--- config.mk ---
export PLATFORM = sky130hd
export DESIGN_NAME = seq_generator
export DESIGN_NICKNAME = d
export VERILOG_FILES = /design/src/rtl/seq_gen_pkg.sv /design/src/rtl/seq_run_tracker.sv /design/src/rtl/seq_generator.sv
export SDC_FILE = /design/constraint.sdc
export NUM_CORES = 1
export LEC_CHECK = 0
export CORE_ASPECT_RATIO = 1.25
export CORE_UTILIZATION = 38
export DETAILED_ROUTE_END_ITERATION = 6
export DONT_BUFFER_PORTS = 1
export SLEW_MARGIN = 20
export SYNTH_ARGS = -nofsm -noshare
export SYNTH_HDL_FRONTEND = slang
export SYNTH_SLANG_ARGS = --single-unit
--- constraint.sdc ---
create_clock -name clk_i -period 2.15 [get_ports clk_i]
set_clock_uncertainty 0.2 [all_clocks]
set_input_delay 0.5375 -clock clk_i [delete_from_list [all_inputs] [get_ports clk_i]]
set_output_delay 0.5375 -clock clk_i [all_outputs]
set_load 0.03 [all_outputs]
--- src/rtl/seq_gen_pkg.sv ---
// Shared types and defaults for the serial pattern generator.
// Optional bit stuffing is enabled by defining SEQ_GEN_STUFF_EN.
package seq_gen_pkg;

  // One-hot state encoding, same style as the run detector on the far end.
  typedef enum logic [2:0] {
    IDLE  = 3'b001,
    SHIFT = 3'b010,
    STUFF = 3'b100
  } st_t;

  localparam int WIDTH_DEF   = 8;
  localparam int RUN_MAX_DEF = 3;

endpackage

--- src/rtl/seq_run_tracker.sv ---
// Tracks the run length of identical line bits (payload and stuff bits alike)
// and requests a stuff bit once the run reaches RUN_MAX.
// Only instantiated when SEQ_GEN_STUFF_EN is defined.
module seq_run_tracker
  import seq_gen_pkg::*;
#(
  parameter int RUN_MAX = RUN_MAX_DEF
) (
  input  logic clk_i,
  input  logic rst_i,
  input  logic emit_i,      // a line bit is being launched this edge
  input  logic bit_i,       // value of that line bit
  output logic stuff_req_o  // the bit now on the line completed a full run
);

  localparam int               RUN_W   = $clog2(RUN_MAX + 1);
  localparam logic [RUN_W-1:0] RUN_LIM = RUN_W'(RUN_MAX);
  localparam logic [RUN_W-1:0] RUN_ONE = RUN_W'(1);

  logic [RUN_W-1:0] run_q, run_d;
  logic             last_q, last_d;

  // Next run length: extend on a repeated bit, restart at 1 on a change, clear on idle.
  always_comb begin
    run_d  = {RUN_W{1'b0}};
    last_d = last_q;
    if (emit_i) begin
      last_d = bit_i;
      if ((run_q != {RUN_W{1'b0}}) && (bit_i == last_q)) begin
        if (run_q == RUN_LIM) begin
          run_d = RUN_LIM;
        end else begin
          run_d = run_q + RUN_ONE;
        end
      end else begin
        run_d = RUN_ONE;
      end
    end else begin
      run_d  = {RUN_W{1'b0}};
      last_d = last_q;
    end
  end

  // Run length and last line bit registers.
  always_ff @(posedge clk_i) begin
    if (rst_i) begin
      run_q  <= {RUN_W{1'b0}};
      last_q <= 1'b0;
    end else begin
      run_q  <= run_d;
      last_q <= last_d;
    end
  end

  assign stuff_req_o = (run_q == RUN_LIM);

endmodule

--- src/rtl/seq_generator.sv ---
// Serial bit-stream transmitter: accepts WIDTH-bit words over valid/ready and
// shifts them out one line bit per cycle with a bit strobe.
// Define SEQ_GEN_STUFF_EN to insert complement stuff bits that cap runs of
// identical line bits at RUN_MAX.
module seq_generator
  import seq_gen_pkg::*;
#(
  parameter int WIDTH     = WIDTH_DEF,
  parameter bit MSB_FIRST = 1'b1,
  parameter int RUN_MAX   = RUN_MAX_DEF
) (
  input  logic             clk_i,
  input  logic             rst_i,
  input  logic [WIDTH-1:0] data_i,
  input  logic             valid_i,
  output logic             ready_o,
  output logic             bit_o,
  output logic             bit_valid_o,
  output logic             stuffed_o,
  output logic             done_o,
  output logic             busy_o
);

  localparam int               CNT_W    = $clog2(WIDTH + 1);
  localparam logic [CNT_W-1:0] CNT_LAST = CNT_W'(WIDTH - 1);
  localparam logic [CNT_W-1:0] CNT_SAT  = CNT_W'(WIDTH);
  localparam logic [CNT_W-1:0] CNT_ONE  = CNT_W'(1);

  // Elaboration-time parameter sanity region; intentionally holds no logic.
  if (!((WIDTH >= 2) && (RUN_MAX >= 1))) begin : g_bad_cfg
  end

  st_t              state_q, state_d;
  logic [WIDTH-1:0] shreg_q, shreg_d;     // payload bits not yet on the line
  logic [CNT_W-1:0] bit_cnt_q, bit_cnt_d; // index of the payload bit on the line
  logic             bit_q, bit_d;
  logic             bit_valid_q, bit_valid_d;
  logic             stuffed_q, stuffed_d;
  logic             stuff_req;
  logic             last_payload;
  logic             accept;
  logic             do_load, do_next;

  // Line order selects which end of the word leaves first.
  function automatic logic first_bit(input logic [WIDTH-1:0] w);
    logic b;
    if (MSB_FIRST) begin
      b = w[WIDTH-1];
    end else begin
      b = w[0];
    end
    return b;
  endfunction

  function automatic logic [WIDTH-1:0] shift_out(input logic [WIDTH-1:0] w);
    logic [WIDTH-1:0] r;
    if (MSB_FIRST) begin
      r = {w[WIDTH-2:0], 1'b0};
    end else begin
      r = {1'b0, w[WIDTH-1:1]};
    end
    return r;
  endfunction

`ifdef SEQ_GEN_STUFF_EN
  seq_run_tracker #(
    .RUN_MAX (RUN_MAX)
  ) u_run (
    .clk_i       (clk_i),
    .rst_i       (rst_i),
    .emit_i      (bit_valid_d),
    .bit_i       (bit_d),
    .stuff_req_o (stuff_req)
  );
  assign stuffed_o = stuffed_q;
`else
  assign stuff_req = 1'b0;
  assign stuffed_o = 1'b0;
`endif

  assign last_payload = (bit_cnt_q == CNT_LAST);
  // Last line cycle of the word: final payload bit with no stuff behind it, or the trailing stuff bit.
  assign done_o  = ((state_q == SHIFT) && last_payload && !stuff_req) ||
                   ((state_q == STUFF) && last_payload);
  assign ready_o = (state_q == IDLE) || done_o;
  assign accept  = valid_i && ready_o;
  assign busy_o  = (state_q != IDLE);
  assign bit_o       = bit_q;
  assign bit_valid_o = bit_valid_q;

  // Next-state logic: choose between loading a word, sending the next payload bit, stuffing, or idling.
  always_comb begin
    state_d     = state_q;
    shreg_d     = shreg_q;
    bit_cnt_d   = bit_cnt_q;
    bit_d       = 1'b0;
    bit_valid_d = 1'b0;
    stuffed_d   = 1'b0;
    do_load     = 1'b0;
    do_next     = 1'b0;
    case (state_q)
      IDLE: begin
        if (accept) begin
          do_load = 1'b1;
        end else begin
          state_d = IDLE;
        end
      end
      SHIFT: begin
`ifdef SEQ_GEN_STUFF_EN
        if (stuff_req) begin
          state_d     = STUFF;
          bit_d       = ~bit_q;
          bit_valid_d = 1'b1;
          stuffed_d   = 1'b1;
        end else
`endif
        if (last_payload) begin
          if (accept) begin
            do_load = 1'b1;
          end else begin
            state_d = IDLE;
          end
        end else begin
          do_next = 1'b1;
        end
      end
`ifdef SEQ_GEN_STUFF_EN
      STUFF: begin
        if (last_payload) begin
          if (accept) begin
            do_load = 1'b1;
          end else begin
            state_d = IDLE;
          end
        end else begin
          do_next = 1'b1;
        end
      end
`endif
      default: begin
        state_d = IDLE;
      end
    endcase

    if (do_load) begin
      state_d     = SHIFT;
      shreg_d     = shift_out(data_i);
      bit_d       = first_bit(data_i);
      bit_valid_d = 1'b1;
      bit_cnt_d   = {CNT_W{1'b0}};
    end else if (do_next) begin
      state_d     = SHIFT;
      shreg_d     = shift_out(shreg_q);
      bit_d       = first_bit(shreg_q);
      bit_valid_d = 1'b1;
      if (bit_cnt_q == CNT_SAT) begin
        bit_cnt_d = CNT_SAT;
      end else begin
        bit_cnt_d = bit_cnt_q + CNT_ONE;
      end
    end else begin
      bit_cnt_d = bit_cnt_q;
    end
  end

  // State, datapath and registered line outputs; reset discards any word in flight.
  always_ff @(posedge clk_i) begin
    if (rst_i) begin
      state_q     <= IDLE;
      shreg_q     <= {WIDTH{1'b0}};
      bit_cnt_q   <= {CNT_W{1'b0}};
      bit_q       <= 1'b0;
      bit_valid_q <= 1'b0;
      stuffed_q   <= 1'b0;
    end else begin
      state_q     <= state_d;
      shreg_q     <= shreg_d;
      bit_cnt_q   <= bit_cnt_d;
      bit_q       <= bit_d;
      bit_valid_q <= bit_valid_d;
      stuffed_q   <= stuffed_d;
    end
  end

endmodule

==> impl_metrics.yaml, run 1 <==
global_routing:
  grt_util_all_layers: 0.1666
  grt_max_degree: 18
  grt_pass1_vias: 656
  globalRoute.totalOverflow: 0
  grt_first_pass_wirelength_um: 3139
  antenna_found_initial: 0
placed_design:
  detailed_place_hpwl_um: 1344
  numPortBuffers: 0
  gpl.final_weighted_congestion: 0.7936
  placed_cell_area_um2: 905.9
  post-place-cells: 125
sta:
  final.period_utilization: 0.9540
  tns_ps: 0
  period_needed_ps: 2051
  fmax_mhz: 487.5
  setup_viol_count_final: 0
  rsz0062_at_grt: "false"
  finalHoldViolations: 0
  timing.slew.headroom: 0.6623
  worst-slew-pin-transition_ps: 493.8
  slew_viol_final: 0
cells_and_area:
  final_net_count: 114
  fillerInstances: 227
  flow.area_growth_from_synthesis_pct: 8.039
  antenna_cells: 0
  final_cells: 129
  drive_above_1_share: 0.1429
  postLayoutCellArea_um2: 958.4
  layout.cells.most_common_list: "sky130_fd_sc_hd__dfxtp_1, sky130_fd_sc_hd__o21ai_0, sky130_fd_sc_hd__mux2i_1"
  layout_commonest_cell: "sky130_fd_sc_hd__dfxtp_1"
status:
  outcome: "completed"
setup_path:
  critPathCaptureType: "primary output"
  crit_cells: 4
  worstPathBufferInverterCount: 3
  worst_ep_arrival_time_ps: 1310
  cpLargestDelayFamily: "buffers and inverters"
  crit_chain: "inv_1 > ha_1 > clkinvlp_4 > buf_4"
  crit_path_start_kind: "flip-flop"
  cp.required_ps: 1410
  reg2reg_from: "state_q[0]"
  cpPeakStageDelay_ps: 330
  critPathKind: "flip-flop to primary output"
  critical-path-slowest-cell: "sky130_fd_sc_hd__dfxtp_1"
  ff2ff_path_depth: 5
  critical_path.startpoint: "state_q[1]"
  worstPathMaxFanout: 9
yosys:
  postSynthCellCount: 97
  syn-num-nets: 112
  synth_cell_type_count: 33
  synthesis.area_um2: 887.1
  average_cell_area_after_synthesis_um2: 9.145
  postSynthRegisterBits: 15
  ranking_of_synthesized_cells_by_area: "sky130_fd_sc_hd__dfxtp_1, sky130_fd_sc_hd__mux2i_1, sky130_fd_sc_hd__a2111oi_0"
  synth.largest_area_cell: "sky130_fd_sc_hd__dfxtp_1"
  yosys.area.top_type_share: 0.3385
  yosys_warnings: 0
  yosysSeqAreaShare: 0.3385
floorplanning:
  die_width_um: 45.22
  coreArea_um2: 2211
  chipHeight_um: 56.02
  die-area_um2: 2533
  top_level_ports: 17
  initial_utilization: 0.4012
  floorplan.rows: 19
run:
  timing.max_cap.violations: 0
routing:
  route.vias.total: 739
  initial_drt_pass_iterations: 4
  route.antenna.remaining_nets: 0
  post_drt_wl_per_cell_um: 14.82
  wirelength_um: 1912
  via_per_inst: 5.729
  post-route-drc-count: 0
  dr.first_iter.drc_count: 16
clock_tree:
  cts_tree: "built"
  clkLatencyLatePin_ps: 280
  cts-htree-levels: 1
  clock-root-buffer: "sky130_fd_sc_hd__clkbuf_4"
  cts_buffers: 3
  clock_sink_count: 15
  clk_transition_reported_paths_ps: 100
  clk_path_buf_depth: 2
  cts_hold_repair.buffers: 0
pwr:
  ir_worst_vdd_uv: 373.6
  totalPowerFinal_uw: 636.0
  power.leakage_nw: 0.3935
  p_per_area_nw_per_um2: 663.5
hold_path:
  min-delay-path-class: "input pin to flip-flop"
  hold_path.startpoint: "rst_i"
  hold_path_depth: 1
[metrics by stage]
| step | hold slack (ps) | worst slack (ps) | utilization |
|---|---|---|---|
| after floorplan | 269.6 | 229.4 | - |
| after detailed placement | 280.2 | 243.3 | 0.4097 |
| after CTS | 98.61 | 51.54 | 0.4307 |
| final | 107.3 | 98.83 | 0.4335 |
| after global placement | 282.9 | 274.6 | 0.4097 |
| after global routing | 86.36 | 3.593 | 0.4335 |
[cell type report]
| cell class | instances | area (µm²) | share of cell area |
|---|---|---|---|
| Inverter | 8 | 36.28 | 0.03786 |
| Clock buffer | 3 | 22.52 | 0.02350 |
| Clock inverter | 1 | 5.005 | 0.005222 |
| Tap cell | 31 | 38.79 | 0.04047 |
| Timing Repair Buffer | 3 | 22.52 | 0.02350 |
| Multi-Input combinational cell | 68 | 533.0 | 0.5561 |
| Sequential cell | 15 | 300.3 | 0.3133 |
[report_power, final]
group / total, mW / leakage (nW) / internal (mW) / switching [mW]
registers: 0.329 / 0.123 / 0.308 / 0.0203
logic: 0.146 / 0.253 / 0.0525 / 0.0935
clock network: 0.161 / 0.0177 / 0.0689 / 0.0923
[routing by layer]
metal  routed length (µm)  share of wire  vias up  GRT usage
met5                    0              0        -          0
met4                   21          0.011        0    0.06494
met3                   71          0.037        2    0.03571
met2                  882           0.46       17     0.2381
met1                  937           0.49      350     0.2394
li1                     -              -      370          -
[kinds of logic (layout without fill, tap and decap cells)]
family / count (synthesis) / count (layout) / synth area share
mux: 7 / 7 / 0.07899
other cells: 1 / 1 / 0.004227
flops: 15 / 15 / 0.3385
compound gates: 33 / 33 / 0.2722
fa+ha+maj: 4 / 4 / 0.05642
simple gates: 23 / 23 / 0.1679
buf+inv: 14 / 15 / 0.08181
[synthesized netlist by cell type]
library cell                instances
sky130_fd_sc_hd__nand4_1            1
sky130_fd_sc_hd__nand4b_1           1
sky130_fd_sc_hd__clkinv_1           1
sky130_fd_sc_hd__a211oi_2           1
sky130_fd_sc_hd__and3b_1            2
sky130_fd_sc_hd__o21ai_1            3
sky130_fd_sc_hd__nand2_1            4
sky130_fd_sc_hd__dfxtp_1           15
sky130_fd_sc_hd__buf_2              1
sky130_fd_sc_hd__or3_1              1
sky130_fd_sc_hd__o21ai_0            8
sky130_fd_sc_hd__a21o_1             1
sky130_fd_sc_hd__a2111oi_0          6
sky130_fd_sc_hd__a311oi_1           6
sky130_fd_sc_hd__nand3b_1           1
sky130_fd_sc_hd__buf_6              2
sky130_fd_sc_hd__conb_1             1
sky130_fd_sc_hd__a211oi_1           2
sky130_fd_sc_hd__nand3_1            2
sky130_fd_sc_hd__buf_4              1
sky130_fd_sc_hd__o2111ai_1          1
sky130_fd_sc_hd__nor2b_1            2
sky130_fd_sc_hd__and2_1             5
sky130_fd_sc_hd__a21boi_2           1
sky130_fd_sc_hd__a21oi_1            3
sky130_fd_sc_hd__o2111a_1           1
sky130_fd_sc_hd__nand4b_2           1
sky130_fd_sc_hd__nor4_1             1
sky130_fd_sc_hd__ha_1               4
sky130_fd_sc_hd__nand2b_1           2
sky130_fd_sc_hd__inv_1              7
sky130_fd_sc_hd__mux2i_1            7
sky130_fd_sc_hd__clkbuf_1           2
[what timing repair did]
item / CTS / global route
setup buffers: 0 / 0
gates resized for setup: 5 / 2
endpoints found under the setup margin: 2 / 3
[final timing paths]
| kind | endpoint | slack (ps) |
|---|---|---|
| hold reg to reg | shreg_q[2] | 300 |
| setup reg to reg | shreg_q[1] | 260 |
| setup / recovery | busy_o | 100 |
| hold / removal | bit_valid_o | 110 |
[state kept, by name, indices dropped and copies added (netlist names)]
register / cells
bit_cnt_q: 4
bit_o: 1
bit_valid_o: 1
shreg_q: 7
state_q: 2
Note: power is estimated with default switching activity, not from simulation.
==> run 2, diff against run 1 <==
Settings changed: CTS_BUF_LIST from default to sky130_fd_sc_hd__clkbuf_4 sky130_fd_sc_hd__clkbuf_8.
==> results of run 2 <==
Same layout as run 1: the final DEF is identical, and so are final timing and power.
==> run 3, diff against run 2 <==
Settings changed: HOLD_SLACK_MARGIN from default to 0.08.
==> results of run 3 <==
Same layout as run 1: the final DEF is identical, and so are final timing and power.
==> patch: new RTL, settings of run 3 <==
Reset style: asynchronous (`rst_i`), changed in one clocked block.
--- a/src/rtl/seq_generator.sv
+++ b/src/rtl/seq_generator.sv
@@ -165,7 +165,7 @@
   end
 
   // State, datapath and registered line outputs; reset discards any word in flight.
-  always_ff @(posedge clk_i) begin
+  always_ff @(posedge clk_i or posedge rst_i) begin
     if (rst_i) begin
       state_q     <= IDLE;
       shreg_q     <= {WIDTH{1'b0}};
Formal check against the unedited RTL: differs if rst_i is asserted again (counterexample within 4 cycles, from zero or initial values and one cycle with rst_i high); with rst_i held inactive, the same outputs for 10 cycles.
==> patch against run 3 <==
Area after synthesis shrank 3.9%; core utilization is 2.4 points higher; wire length down 5.7%; cell area fell by 2.1%; setup slack worse by 0.034 ns; sequential cell count did not move; worst hold slack better by 0.10 ns; critical path type unchanged; critical endpoint is now ready_o; largest cell class unchanged.
Power is not compared: it rests on default switching activity, and its combinational part moved more than twofold at a synthesized area within 25%.
==> patch: results (changes against run 3) <==
largest net degree at the start of global routing=16 (-2); gr usage total=16.8% (+0.17 points); Clk Tree Root Cell=clkbuf_4; biggest regs=shreg_q (7), bit_cnt_q (4), state_q (2); Pre-antenna DRT Iters=4 (unchanged); Arrival @ worst endpoint=1.35 ns (+0.04 ns); CTS resizes=4 (-1); Final nets=107 (-6.1%); Power Sequential=481 µW; DP Wirelength=1300 µm (-3.1%); CTS max path bufs=2 (unchanged); first-pass GRT wire length=2900 µm (-7.7%); number of global-route vias before repair=656 (unchanged); fraction of layout cells with a size suffix above 1=17.6% (+3.3 points); fill count=202 (-11%); outcome=complete, no violations; Placer Congestion=0.782 (-1.4%); worst vdd ir=0.497 mV; Post-synth ARST share=100% (+100 points); sw frac=42.5%; clock network power share=15.4%; Synth Net Count=103 (-8.0%); Synth area leaders=dfrtp_1, ha_1, o21ai_0, a211oi_1, nand3_1; Worst-path clk slew=0.08 ns (-0.02 ns); CTS Buf Count=3 (unchanged); commonest cells in the synthesized netlist=dfrtp_1, o21ai_0, nand3_1; WL/cell=14.9 µm (+0.53%); reg-to-reg slack, setup=0.25 ns; ant diodes=0 (unchanged); synth warn=0 (unchanged); Synth cell types=28 (-15%); port buffer count=0 (unchanged); postcts setup bufs=1 (+1); Seq/Total Area, Yosys=44.2% (+10 points); initial antenna violation count=0 (unchanged); H-tree lvl count=1 (unchanged); hold crit path type=input pin to register; CP max FO=3 (-6); Relative slew margins=61.4% (-4.9 points); worst skew pair latency=0.29 ns; vias=679 (-8.1%); hold buffers post-CTS=1 (+1); DRT iter0 DRCs=7 (-9); Lkg Pwr=0.398 nW
[patch: final timing paths]
kind,startpoint,to,cells past startpoint
min in group asynchronous,rst_i,bit_cnt_q[1],2
min reg2reg,shreg_q[7],bit_o,2
min,data_i[7],bit_o,2
max reg2reg,state_q[0],bit_cnt_q[0],6
max,state_q[0],ready_o,4
max in group asynchronous,rst_i,bit_cnt_q[3],2
[patch: cells by family after synthesis]
group	after synthesis	synth area share [%]
AO/OA/AOI/OAI	35	27.2
AND/OR/NAND/NOR	20	15.4
flip-flops	15	44.2
buffers and inverters	13	6.90
adder cells (fa/ha/maj)	4	5.87
other	1	0.440
[patch: per-layer routing]
metal / vias to the layer above / track usage (%) / part of all wire [%]
met1: 335 / 18.5 / 45
met2: 12 / 30.6 / 50
met3: 2 / 3.57 / 2.8
met4: 0 / 8.08 / 1.9
li1: 330 / - / -
met5: - / 0 / 0
[patch: worst max-delay path: stages, from the launching register on]
cell and delay [ns]:
dfstp_2 0.54, inv_1 0.04, ha_1 0.23, nand4b_4 0.15, nand2_4 0.10
[patch: stage by stage]
step	area, µm²	power (mW)	std cells	setup WS, ns	hold slack [ns]
6_report	938	1.13	121	0.0648	0.207
5_1_grt	938	1.21	121	0.00935	0.200
4_1_cts	936	1.14	121	0.0154	0.202
3_5_place_dp	876	0.948	115	0.216	0.322
3_3_place_gp	876	0.932	115	0.241	0.311
2_1_floorplan	852	0.838	88	0.220	0.238
[patch: layout make-up]
| class | instances | area (µm²) | share of cell area, % |
|---|---|---|---|
| clock buffer | 4 | 30.0 | 3.20 |
| inverter | 8 | 32.5 | 3.47 |
| multi-input combinational | 60 | 429 | 45.7 |
| sequential | 15 | 377 | 40.1 |
| tap | 30 | 37.5 | 4.00 |
| timing repair buffer | 4 | 32.5 | 3.47 |
